--- config.mk ---
export PLATFORM = sky130hd
export DESIGN_NAME = basic_block_wide
export DESIGN_NICKNAME = d
export VERILOG_FILES = /design/src/rtl/instruction_pkg.sv /design/src/rtl/basic_block_wide.sv
export SDC_FILE = /design/constraint.sdc
export NUM_CORES = 1
export LEC_CHECK = 0
export BUFFER_PORTS_ARGS = -buffer_cell sky130_fd_sc_hd__buf_4
export CORE_UTILIZATION = 44
export DETAILED_ROUTE_END_ITERATION = 16
export PLACE_DENSITY = 0.87
export SLEW_MARGIN = 30
export SYNTH_ARGS = -nofsm -noshare
export SYNTH_HDL_FRONTEND = slang
export SYNTH_SLANG_ARGS = --single-unit
--- constraint.sdc ---
create_clock -name clk -period 2.7 [get_ports clk]
set_input_delay 0.81 -clock clk [delete_from_list [all_inputs] [get_ports clk]]
set_output_delay 0.81 -clock clk [all_outputs]
set_load 0.02 [all_outputs]
--- src/rtl/instruction_pkg.sv ---
// rtl/instruction_pkg.sv - opcode encoding and FSM state types shared by basic_block_wide.
package instruction;

  localparam int INSTRUCTION_TYPE_WIDTH = 3;
  localparam int INSTRUCTION_DATA_WIDTH = 13;

  typedef enum logic [INSTRUCTION_TYPE_WIDTH-1:0] {
    ACCEPT         = 3'd0,
    SPLIT          = 3'd1,
    MATCH          = 3'd2,
    JMP            = 3'd3,
    NOT_MATCH      = 3'd4,
    MATCH_ANY      = 3'd5,
    ACCEPT_PARTIAL = 3'd6
  } opcode_t;

  typedef enum logic [2:0] {
    ST_IDLE,
    ST_FETCH,
    ST_WAIT_DATA,
    ST_EXEC,
    ST_OUT_A,
    ST_OUT_B
  } state_t;

endpackage

--- src/rtl/basic_block_wide.sv ---
// rtl/basic_block_wide.sv - single-pc instruction executor: fetch, decode, emit successor pcs.
// Optional one-entry instruction buffer enabled by BASIC_BLOCK_INSTR_CACHE_EN.
module basic_block_wide
  import instruction::*;
#(
  parameter int PC_WIDTH          = 8,
  parameter int CHARACTER_WIDTH   = 8,
  parameter int MEMORY_WIDTH      = 16,
  parameter int MEMORY_ADDR_WIDTH = 11,
  parameter int CC_ID_BITS        = 2
) (
  input  logic                                          clk,
  input  logic                                          reset,
  input  logic [(2**CC_ID_BITS)*CHARACTER_WIDTH-1:0]    current_characters,
  input  logic                                          input_pc_valid,
  input  logic [PC_WIDTH-1:0]                           input_pc,
  input  logic [CC_ID_BITS-1:0]                         input_cc_id,
  output logic                                          input_pc_ready,
  output logic                                          memory_valid,
  output logic [MEMORY_ADDR_WIDTH-1:0]                  memory_addr,
  input  logic                                          memory_ready,
  input  logic [MEMORY_WIDTH-1:0]                       memory_data,
  output logic                                          output_pc_valid,
  output logic [PC_WIDTH-1:0]                           output_pc,
  output logic [CC_ID_BITS-1:0]                         output_cc_id,
  output logic                                          output_pc_is_directed_to_current,
  input  logic                                          output_pc_ready,
  output logic                                          accepts
);

  state_t                         state_q;
  logic [PC_WIDTH-1:0]            pc_q;
  logic [CC_ID_BITS-1:0]          cc_q;
  logic [MEMORY_WIDTH-1:0]        instr_q;
  logic                           split_q;
  logic                           in_ready_q;
  logic                           mem_valid_q;
  logic [MEMORY_ADDR_WIDTH-1:0]   mem_addr_q;
  logic                           out_valid_q;
  logic [PC_WIDTH-1:0]            out_pc_q;
  logic [CC_ID_BITS-1:0]          out_cc_q;
  logic                           out_dir_q;

  logic [INSTRUCTION_TYPE_WIDTH-1:0] opcode;
  logic [CHARACTER_WIDTH-1:0]     sel_char;
  logic [CHARACTER_WIDTH-1:0]     cmp_data;
  logic [PC_WIDTH-1:0]            target_pc;
  logic [PC_WIDTH-1:0]            pc_inc;
  logic [CC_ID_BITS-1:0]          cc_inc;
  logic                           char_eq;
  logic                           match_taken;
  logic                           cache_hit;
  logic                           unused_instr;

  assign opcode       = instr_q[MEMORY_WIDTH-1 -: INSTRUCTION_TYPE_WIDTH];
  assign cmp_data     = instr_q[CHARACTER_WIDTH-1:0];
  assign target_pc    = instr_q[PC_WIDTH-1:0];
  assign pc_inc       = pc_q + PC_WIDTH'(1);
  assign cc_inc       = cc_q + CC_ID_BITS'(1);
  assign char_eq      = (sel_char == cmp_data);
  assign unused_instr = ^instr_q;

  always_comb begin
    sel_char = '0;
    for (int k = 0; k < 2**CC_ID_BITS; k++) begin
      if (cc_q == k[CC_ID_BITS-1:0]) begin
        sel_char = current_characters[k*CHARACTER_WIDTH +: CHARACTER_WIDTH];
      end
    end
  end

  always_comb begin
    match_taken = 1'b0;
    case (opcode)
      MATCH:     match_taken = char_eq;
      NOT_MATCH: match_taken = !char_eq;
      MATCH_ANY: match_taken = 1'b1;
      default:   match_taken = 1'b0;
    endcase
  end

  // The accept pulse must coincide with the EXEC cycle itself, so it is decoded, not registered.
  assign accepts = (state_q == ST_EXEC) &&
                   ((opcode == ACCEPT && sel_char == '0) || opcode == ACCEPT_PARTIAL);

`ifdef BASIC_BLOCK_INSTR_CACHE_EN
  logic [PC_WIDTH-1:0] tag_q;
  logic                tag_valid_q;

  // instr_q only changes on a real fetch, so it doubles as the buffered instruction.
  always_ff @(posedge clk or posedge reset) begin
    if (reset) begin
      tag_q       <= '0;
      tag_valid_q <= 1'b0;
    end else if (state_q == ST_WAIT_DATA) begin
      tag_q       <= pc_q;
      tag_valid_q <= 1'b1;
    end
  end

  assign cache_hit = tag_valid_q && (tag_q == input_pc);
`else
  assign cache_hit = 1'b0;
`endif

  always_ff @(posedge clk or posedge reset) begin
    if (reset) begin
      state_q     <= ST_IDLE;
      pc_q        <= '0;
      cc_q        <= '0;
      instr_q     <= '0;
      split_q     <= 1'b0;
      in_ready_q  <= 1'b1;
      mem_valid_q <= 1'b0;
      mem_addr_q  <= '0;
      out_valid_q <= 1'b0;
      out_pc_q    <= '0;
      out_cc_q    <= '0;
      out_dir_q   <= 1'b0;
    end else begin
      case (state_q)
        ST_IDLE: begin
          if (input_pc_valid) begin
            pc_q       <= input_pc;
            cc_q       <= input_cc_id;
            in_ready_q <= 1'b0;
            if (cache_hit) begin
              state_q <= ST_EXEC;
            end else begin
              state_q     <= ST_FETCH;
              mem_valid_q <= 1'b1;
              mem_addr_q  <= MEMORY_ADDR_WIDTH'(input_pc);
            end
          end
        end
        ST_FETCH: begin
          if (memory_ready) begin
            mem_valid_q <= 1'b0;
            state_q     <= ST_WAIT_DATA;
          end
        end
        ST_WAIT_DATA: begin
          instr_q <= memory_data;
          state_q <= ST_EXEC;
        end
        ST_EXEC: begin
          split_q <= (opcode == SPLIT);
          case (opcode)
            JMP: begin
              out_pc_q    <= target_pc;
              out_cc_q    <= cc_q;
              out_dir_q   <= 1'b1;
              out_valid_q <= 1'b1;
              state_q     <= ST_OUT_A;
            end
            SPLIT: begin
              out_pc_q    <= pc_inc;
              out_cc_q    <= cc_q;
              out_dir_q   <= 1'b1;
              out_valid_q <= 1'b1;
              state_q     <= ST_OUT_A;
            end
            MATCH, NOT_MATCH, MATCH_ANY: begin
              if (match_taken) begin
                out_pc_q    <= pc_inc;
                out_cc_q    <= cc_inc;
                out_dir_q   <= 1'b0;
                out_valid_q <= 1'b1;
                state_q     <= ST_OUT_A;
              end else begin
                in_ready_q <= 1'b1;
                state_q    <= ST_IDLE;
              end
            end
            default: begin
              in_ready_q <= 1'b1;
              state_q    <= ST_IDLE;
            end
          endcase
        end
        ST_OUT_A: begin
          if (output_pc_ready) begin
            if (split_q) begin
              out_pc_q <= target_pc;
              state_q  <= ST_OUT_B;
            end else begin
              out_valid_q <= 1'b0;
              in_ready_q  <= 1'b1;
              state_q     <= ST_IDLE;
            end
          end
        end
        ST_OUT_B: begin
          if (output_pc_ready) begin
            out_valid_q <= 1'b0;
            in_ready_q  <= 1'b1;
            state_q     <= ST_IDLE;
          end
        end
        default: begin
          out_valid_q <= 1'b0;
          mem_valid_q <= 1'b0;
          in_ready_q  <= 1'b1;
          state_q     <= ST_IDLE;
        end
      endcase
    end
  end

  assign input_pc_ready                   = in_ready_q;
  assign memory_valid                     = mem_valid_q;
  assign memory_addr                      = mem_addr_q;
  assign output_pc_valid                  = out_valid_q;
  assign output_pc                        = out_pc_q;
  assign output_cc_id                     = out_cc_q;
  assign output_pc_is_directed_to_current = out_dir_q;

endmodule

=== Word-level counts from Yosys, hierarchy flattened ===
Cells that the tools add are included.

* Output and inout port bits: 26
* Logic and storage cells: 103
* Register bits after elaboration: 44

* Add/sub/neg operators: 2
* Reductions and logical operators: 22
* Bitwise logic cells: 3
* Multiplexer cells: 38
* Equality and inequality tests: 27

{| class="wikitable"
|+ Operators by type and width
! cell !! number
|-
| 8-bit two-way mux || 7
|-
| 8-bit case mux with 3 select lines || 1
|-
| 3-bit two-way mux || 6
|-
| 3-bit case mux with 6 select lines || 1
|-
| 2-bit != test, second input constant || 8
|-
| 8-bit case mux with 2 select lines || 1
|-
| 3-bit == test, second input constant || 5
|-
| 3-bit by 2-bit == test with 1-bit output, second input constant || 4
|-
| 1-bit two-way mux || 12
|-
| 8-bit by 1-bit adder with 8-bit output, second input constant || 1
|-
| 8-bit == test || 1
|-
| 8-bit zero test || 1
|-
| 7-bit AND reduction || 1
|-
| 3-bit by 1-bit == test with 1-bit output, second input constant || 2
|-
| 3-bit zero test || 2
|-
| 3-bit != test, second input constant || 2
|-
| 1-bit case mux with 2 select lines || 3
|-
| 1-bit case mux with 3 select lines || 2
|-
| 3-bit case mux with 2 select lines || 1
|-
| 3-bit AND reduction || 2
|-
| 6-bit AND reduction || 1
|-
| 3-bit OR reduction || 2
|-
| 1-bit case mux with 5 select lines || 1
|-
| 5-bit AND reduction || 1
|-
| 18 further kinds || 24
|}

=== Longest topological paths before layout ===
* Word-level depth: 11
* Gate-level depth with buffers: 13
* Mapped depth without buffers: 11

=== Worst setup path before layout ===
Ideal clock, no wire load.

* Path type: input to output
* Start point: input current_characters[16]
* End point: output accepts
* Slack: -0.300 ns
* Arrival: 2.190 ns
* Buffers on the path: 0
* Stages: 6
* Path through: or3b_1 o21ai_1 a31oi_1 nor4_1 nand3_1 a211oi_1

* Longest elaborated chain between the ends: 6

{| class="wikitable"
|+ RTL lines
! item !! RTL line !! source
|-
| from (decl) || basic_block_wide.sv:14 || <nowiki>input logic [(2**CC_ID_BITS)*CHARACTER_WIDTH-1:0] current_characters,</nowiki>
|-
| 8-bit two-way mux (2 in series) || basic_block_wide.sv:66 || <nowiki>if (cc_q == k[CC_ID_BITS-1:0]) begin</nowiki>
|-
| 8-bit zero test || basic_block_wide.sv:84 || <nowiki>((opcode == ACCEPT && sel_char == '0) || opcode == ACCEPT_PARTIAL);</nowiki>
|-
| 1-bit logical AND || basic_block_wide.sv:84 ||
|-
| 1-bit logical OR || basic_block_wide.sv:84 ||
|-
| 1-bit logical AND || basic_block_wide.sv:83 || <nowiki>assign accepts = (state_q == ST_EXEC) &&</nowiki>
|-
| to (decl) || basic_block_wide.sv:28 || <nowiki>output logic accepts</nowiki>
|}

Every way passes these cells.

=== Worst setup path after layout ===
* Start point: register cc_q[1]
* End point: register out_pc_q[5] (netlist: output_pc[5])

* Longest elaborated chain between the ends: 10
* Elaborated cells between the ends (all ways): 13

{| class="wikitable"
|+ RTL lines
! item !! RTL line !! source
|-
| from (decl) || basic_block_wide.sv:33 || <nowiki>logic [CC_ID_BITS-1:0] cc_q;</nowiki>
|-
| from (signal assigned) || basic_block_wide.sv:125 || <nowiki>cc_q <= input_cc_id;</nowiki>
|-
| 2-bit zero test || basic_block_wide.sv:66 ||
|-
| 8-bit two-way mux (3 in series) || basic_block_wide.sv:66 ||
|-
| 8-bit two-way mux (*) || basic_block_wide.sv:66 ||
|-
| 8-bit == test (*) || basic_block_wide.sv:60 || <nowiki>assign char_eq = (sel_char == cmp_data);</nowiki>
|-
| 1-bit zero test || basic_block_wide.sv:76 || <nowiki>NOT_MATCH: match_taken = !char_eq;</nowiki>
|-
| 1-bit case mux with 3 select lines (*) || basic_block_wide.sv:74 || <nowiki>case (opcode)</nowiki>
|-
| 3-bit != test (no source line) (*) || - ||
|-
| 5-bit AND reduction (no source line) (*) || - ||
|-
| to (signal assigned) || basic_block_wide.sv:150 || <nowiki>out_pc_q <= target_pc;</nowiki>
|-
| to (signal assigned) || basic_block_wide.sv:157 || <nowiki>out_pc_q <= pc_inc;</nowiki>
|-
| to (signal assigned) || basic_block_wide.sv:165 || <nowiki>out_pc_q <= pc_inc;</nowiki>
|-
| to (decl) || basic_block_wide.sv:40 || <nowiki>logic [PC_WIDTH-1:0] out_pc_q;</nowiki>
|}

Mark *: on every way between the ends. The rest lies on a longest branch, timed or not.
A chain may end at the register's enable or synchronous reset.

==> flow_results.xml <==
<?xml version="1.0" encoding="UTF-8"?>
<metrics>
  <group name="finish">
    <metric name="instances_no_fill" unit="">394</metric>
    <metric name="insertedDiodeCount" unit="">0</metric>
    <metric name="syn2layout_area_growth" unit="%">51.8</metric>
    <metric name="layout.core_utilization" unit="%">71.5</metric>
    <metric name="finish.net_count" unit="">394</metric>
    <metric name="post-route-cell-area" unit="µm²">3490</metric>
    <metric name="nFillCells" unit="">351</metric>
    <metric name="share_of_layout_cells_above_drive_strength_1" unit="%">51.7</metric>
  </group>
  <group name="pwr">
    <metric name="pwr_density_cell" unit="nW/µm²">1340</metric>
    <metric name="post-layout-total-power" unit="W">0.00467</metric>
    <metric name="max-vdd-ir-drop" unit="mV">0.682</metric>
    <metric name="p_leak" unit="nW">1.56</metric>
  </group>
  <group name="place">
    <metric name="dp_worst_setup_slack" unit="ns">-0.455</metric>
    <metric name="total_cell_area_at_the_placement_stage" unit="µm²">3060</metric>
    <metric name="io_buffer_count" unit="">80</metric>
    <metric name="globalplace.congestion" unit="">0.810</metric>
    <metric name="hpwlAfterDp" unit="mm">4.62</metric>
    <metric name="dpl.cell_count" unit="">379</metric>
  </group>
  <group name="synthesis">
    <metric name="syn-cell-area" unit="µm²">2300</metric>
    <metric name="synth_compound_area_share" unit="%">13.8</metric>
    <metric name="post_synth_fa_ha_maj_area_fraction" unit="%">2.72</metric>
    <metric name="post_synthesis_sequential_element_count" unit="">39</metric>
    <metric name="post_synth_simple_gate_area" unit="%">14.3</metric>
    <metric name="yosys.area_share.xor_xnor" unit="%">6.10</metric>
    <metric name="netlist_instances" unit="">227</metric>
    <metric name="synth.lib_cells_used.distinct" unit="">42</metric>
    <metric name="synth-warning-count" unit="">0</metric>
    <metric name="synth-seq-area-share" unit="%">42.5</metric>
    <metric name="synth_top_family_by_area" unit="">multiplexers</metric>
    <metric name="synth_area_per_cell" unit="µm²">10.1</metric>
    <metric name="yosys-mux-area-fraction" unit="%">16.3</metric>
  </group>
  <group name="die">
    <metric name="total_die_area" unit="µm²">5520</metric>
    <metric name="placement_rows" unit="">25</metric>
    <metric name="chipHeight" unit="µm">74.3</metric>
    <metric name="core_area" unit="µm²">4880</metric>
    <metric name="die_width" unit="µm">74.3</metric>
    <metric name="initial_utilization" unit="%">47.1</metric>
    <metric name="ios" unit="">89</metric>
  </group>
  <group name="detailed_routing">
    <metric name="wl" unit="mm">7.03</metric>
    <metric name="routed-wl-met3" unit="µm">311</metric>
    <metric name="vias" unit="">2192</metric>
    <metric name="wl_per_cell" unit="µm">17.8</metric>
    <metric name="route.top_layer_used" unit="">met4</metric>
    <metric name="drt.antenna.violating_nets" unit="">0</metric>
    <metric name="detail_route.wirelength.met1" unit="mm">2.87</metric>
    <metric name="detail_routed_via_count_per_cell" unit="">5.56</metric>
    <metric name="dr.pass1.iters" unit="">4</metric>
    <metric name="route.detailed.drc" unit="">0</metric>
    <metric name="detail_route.iter0.violations" unit="">137</metric>
    <metric name="dr_wl_met2" unit="mm">3.56</metric>
  </group>
  <group name="worst_hold_path">
    <metric name="worst_hold_path.num_cells" unit="">2</metric>
    <metric name="endpoint_of_the_worst_hold_timing_path" unit="">split_q$_DFFE_PP0P_</metric>
    <metric name="hold_path_startpoint" unit="">split_q$_DFFE_PP0P_</metric>
    <metric name="hp-class" unit="">flip-flop to flip-flop</metric>
  </group>
  <group name="worst_setup_path">
    <metric name="reg2reg_slack" unit="ns">-0.48</metric>
    <metric name="reg2reg_to" unit="">output_pc[5]$_DFFE_PP0P_</metric>
    <metric name="type_of_the_worst_setup_path" unit="">flip-flop to flip-flop</metric>
    <metric name="worst-endpoint-arrival" unit="ns">3.36</metric>
    <metric name="critical_path_required" unit="ns">2.88</metric>
    <metric name="worst-r2r-cell-count" unit="">12</metric>
    <metric name="endpoint_kind" unit="">flip-flop</metric>
    <metric name="critical_path.max_fanout" unit="">7</metric>
    <metric name="critPathLaunchType" unit="">flip-flop</metric>
    <metric name="r2r-start" unit="">cc_q[1]$_DFFE_PP0P_</metric>
  </group>
  <group name="clock_tree">
    <metric name="clock_path_buffers" unit="">2</metric>
    <metric name="cts_tree" unit="">yes</metric>
    <metric name="cts_num_sinks" unit="">39</metric>
    <metric name="clkLatencyLatePin" unit="ns">0.29</metric>
    <metric name="clk_pin_slew_worst_paths" unit="ns">0.08</metric>
    <metric name="h-tree-depth" unit="">2</metric>
    <metric name="cts_made_buffers" unit="">5</metric>
    <metric name="cts_root_buf" unit="">clkbuf_8</metric>
  </group>
  <group name="timing">
    <metric name="final.min_clock_period" unit="ns">3.18</metric>
    <metric name="report.final.setup_viol" unit="">15</metric>
    <metric name="report.final.slew_viol_count" unit="">0</metric>
    <metric name="worstMarginPinSlew" unit="ns">0.637</metric>
    <metric name="final.period_utilization" unit="%">118</metric>
    <metric name="clock_skew" unit="ns">0.00487</metric>
    <metric name="finalHoldViolCount" unit="">0</metric>
    <metric name="slew_headroom" unit="%">57.4</metric>
    <metric name="unrepaired_setup_endpoints_after_global_routing" unit="">true</metric>
    <metric name="max_freq" unit="MHz">315</metric>
    <metric name="setup_slack_after_layout" unit="ns">-0.479</metric>
  </group>
  <group name="outcome">
    <metric name="violated_checks" unit="">negative setup slack</metric>
    <metric name="run_status" unit="">complete, but fails checks</metric>
  </group>
  <group name="global_route">
    <metric name="grt_max_degree" unit="">40</metric>
    <metric name="grt_first_pass_wirelength" unit="mm">10.3</metric>
    <metric name="grt_antenna_before_repair" unit="">0</metric>
    <metric name="global_route.usage.total" unit="%">25.0</metric>
    <metric name="first_global_vias" unit="">2174</metric>
    <metric name="global_route_overflow" unit="">0</metric>
  </group>
  <group name="flow_run">
    <metric name="max_cap_viol_count" unit="">0</metric>
  </group>
</metrics>
==> critical path, stage by stage (launching register included) <==
cell and delay [ns]:
dfrtp_2 0.46, inv_4 0.10, ha_4 0.13, nor2b_4 0.27, a22oi_1 0.16, a21oi_2 0.29
xnor2_1 0.17, nand4_1 0.18, or3_4 0.39, a211oi_4 0.23, o21a_2 0.23, clkbuf_16 0.16
mux2_4 0.29
==> layout make-up <==
class | instances | area (µm²) | area share (%)
Multi-Input combinational cell | 171 | 1480 | 42.5
Inverter | 6 | 31.3 | 0.896
Tap cell | 67 | 83.8 | 2.40
Timing Repair Buffer | 103 | 811 | 23.2
Sequential cell | 39 | 980 | 28.1
Clock buffer | 8 | 100 | 2.87
==> registers in the layout (all words and copies together) (netlist names) <==
signal,cells
output_cc_id,2
instr_q,11
output_pc,8
pc_q,8
output_pc_valid,1
output_pc_is_directed_to_current,1
state_q,3
cc_q,2
memory_valid,1
input_pc_ready,1
split_q,1
==> power by group <==
| part | internal (W) | switching, W |
|---|---|---|
| clock | 0.000233 | 0.000203 |
| sequential | 0.000885 | 0.000380 |
| combinational | 0.00146 | 0.00151 |
| total | 0.00258 | 0.00209 |
==> stage by stage <==
| step | hold WS [ns] | TNS (ns) |
|---|---|---|
| floorplan | 0.442 | -2.28 |
| global placement | 0.462 | -3.68 |
| detailed placement | 0.469 | -4.59 |
| CTS | 0.498 | -3.79 |
| global route | 0.527 | -7.75 |
| finish | 0.499 | -5.03 |
==> cell usage after synthesis <==
| master | count | area [µm²] |
|---|---|---|
| ha_1 | 5 | 62.6 |
| mux2_2 | 4 | 45.0 |
| nand2b_1 | 6 | 37.5 |
| nor2_2 | 1 | 6.26 |
| nand4_1 | 1 | 6.26 |
| o31ai_1 | 1 | 7.51 |
| or3_4 | 1 | 11.3 |
| o22ai_1 | 9 | 56.3 |
| o21ai_0 | 4 | 20.0 |
| or3b_1 | 1 | 8.76 |
| xnor2_1 | 12 | 105 |
| clkbuf_1 | 7 | 26.3 |
| mux2_4 | 8 | 120 |
| buf_4 | 4 | 30.0 |
| inv_1 | 6 | 22.5 |
| nand3b_1 | 3 | 22.5 |
| a211oi_4 | 1 | 20.0 |
| nor4_2 | 1 | 12.5 |
| xor2_1 | 4 | 35.0 |
| a21oi_1 | 19 | 95.1 |
| nor2b_1 | 2 | 12.5 |
| a21o_1 | 1 | 7.51 |
| nor4_1 | 2 | 12.5 |
| mux2_1 | 16 | 180 |
| mux2i_1 | 3 | 30.0 |
| nor3b_1 | 2 | 15.0 |
| a211oi_1 | 2 | 15.0 |
| buf_1 | 1 | 3.75 |
| nor2b_2 | 1 | 8.76 |
| nand2_1 | 16 | 60.1 |
| nand3_1 | 5 | 25.0 |
| buf_6 | 1 | 11.3 |
| dfstp_2 | 1 | 26.3 |
| o21ai_1 | 6 | 30.0 |
| nor3_1 | 1 | 5.00 |
| or3b_2 | 1 | 8.76 |
| o21a_1 | 1 | 7.51 |
| a31oi_1 | 1 | 6.26 |
| conb_1 | 1 | 3.75 |
| dfrtp_1 | 38 | 951 |
| a22oi_1 | 7 | 52.6 |
| nor2_1 | 20 | 75.1 |
==> logic make-up after synthesis <==
group,Yosys count
simple gates,64
xor+xnor,16
other cells,1
buf+inv,19
flops,39
mux,31
compound gates,52
fa+ha+maj,5
==> metal layers <==
layer,GRT usage [%],up-vias
met1,31.6,1081
met2,42.0,88
li1,-,995
met5,0,-
met3,5.01,28
met4,10.1,0
==> how the worst max path moves through the flow <==
stage	slack, ns	to	depth (start not counted)	start
floorplan	-0.26	output_pc[0]$_DFFE_PP0P_	10	current_characters[16]
global placement	-0.38	output_pc[6]$_DFFE_PP0P_	11	current_characters[16]
detailed placement	-0.46	output_pc[4]$_DFFE_PP0P_	11	current_characters[16]
CTS	-0.41	accepts	9	cc_q[1]$_DFFE_PP0P_
global route	-0.66	output_pc[2]$_DFFE_PP0P_	12	cc_q[1]$_DFFE_PP0P_
finish	-0.48	output_pc[5]$_DFFE_PP0P_	12	cc_q[1]$_DFFE_PP0P_
==> cell usage in the layout (no fill, tap or decap), drive strengths merged, types with 2 or more instances in the layout <==
cell / count
buf: 102
dfrtp: 38
mux2: 28
nor2: 21
a21oi: 19
nand2: 16
xnor2: 12
o21ai: 10
clkbuf: 9
o22ai: 9
a22oi: 7
nand2b: 6
nand3: 5
ha: 5
inv: 5
xor2: 4
nand3b: 3
nor4: 3
mux2i: 3
conb: 3
nor2b: 3
a211oi: 3
nor3b: 2
or3b: 2
==> timing repair <==
action                                  CTS  global route
hold buffers                              0             0
gates resized for setup                  34            21
endpoints found under the setup margin   13            15
gates cloned                              0             1
buffers inserted                          1             5
pin swaps                                 6            15
No activity file was read; power rests on OpenSTA's default activity.
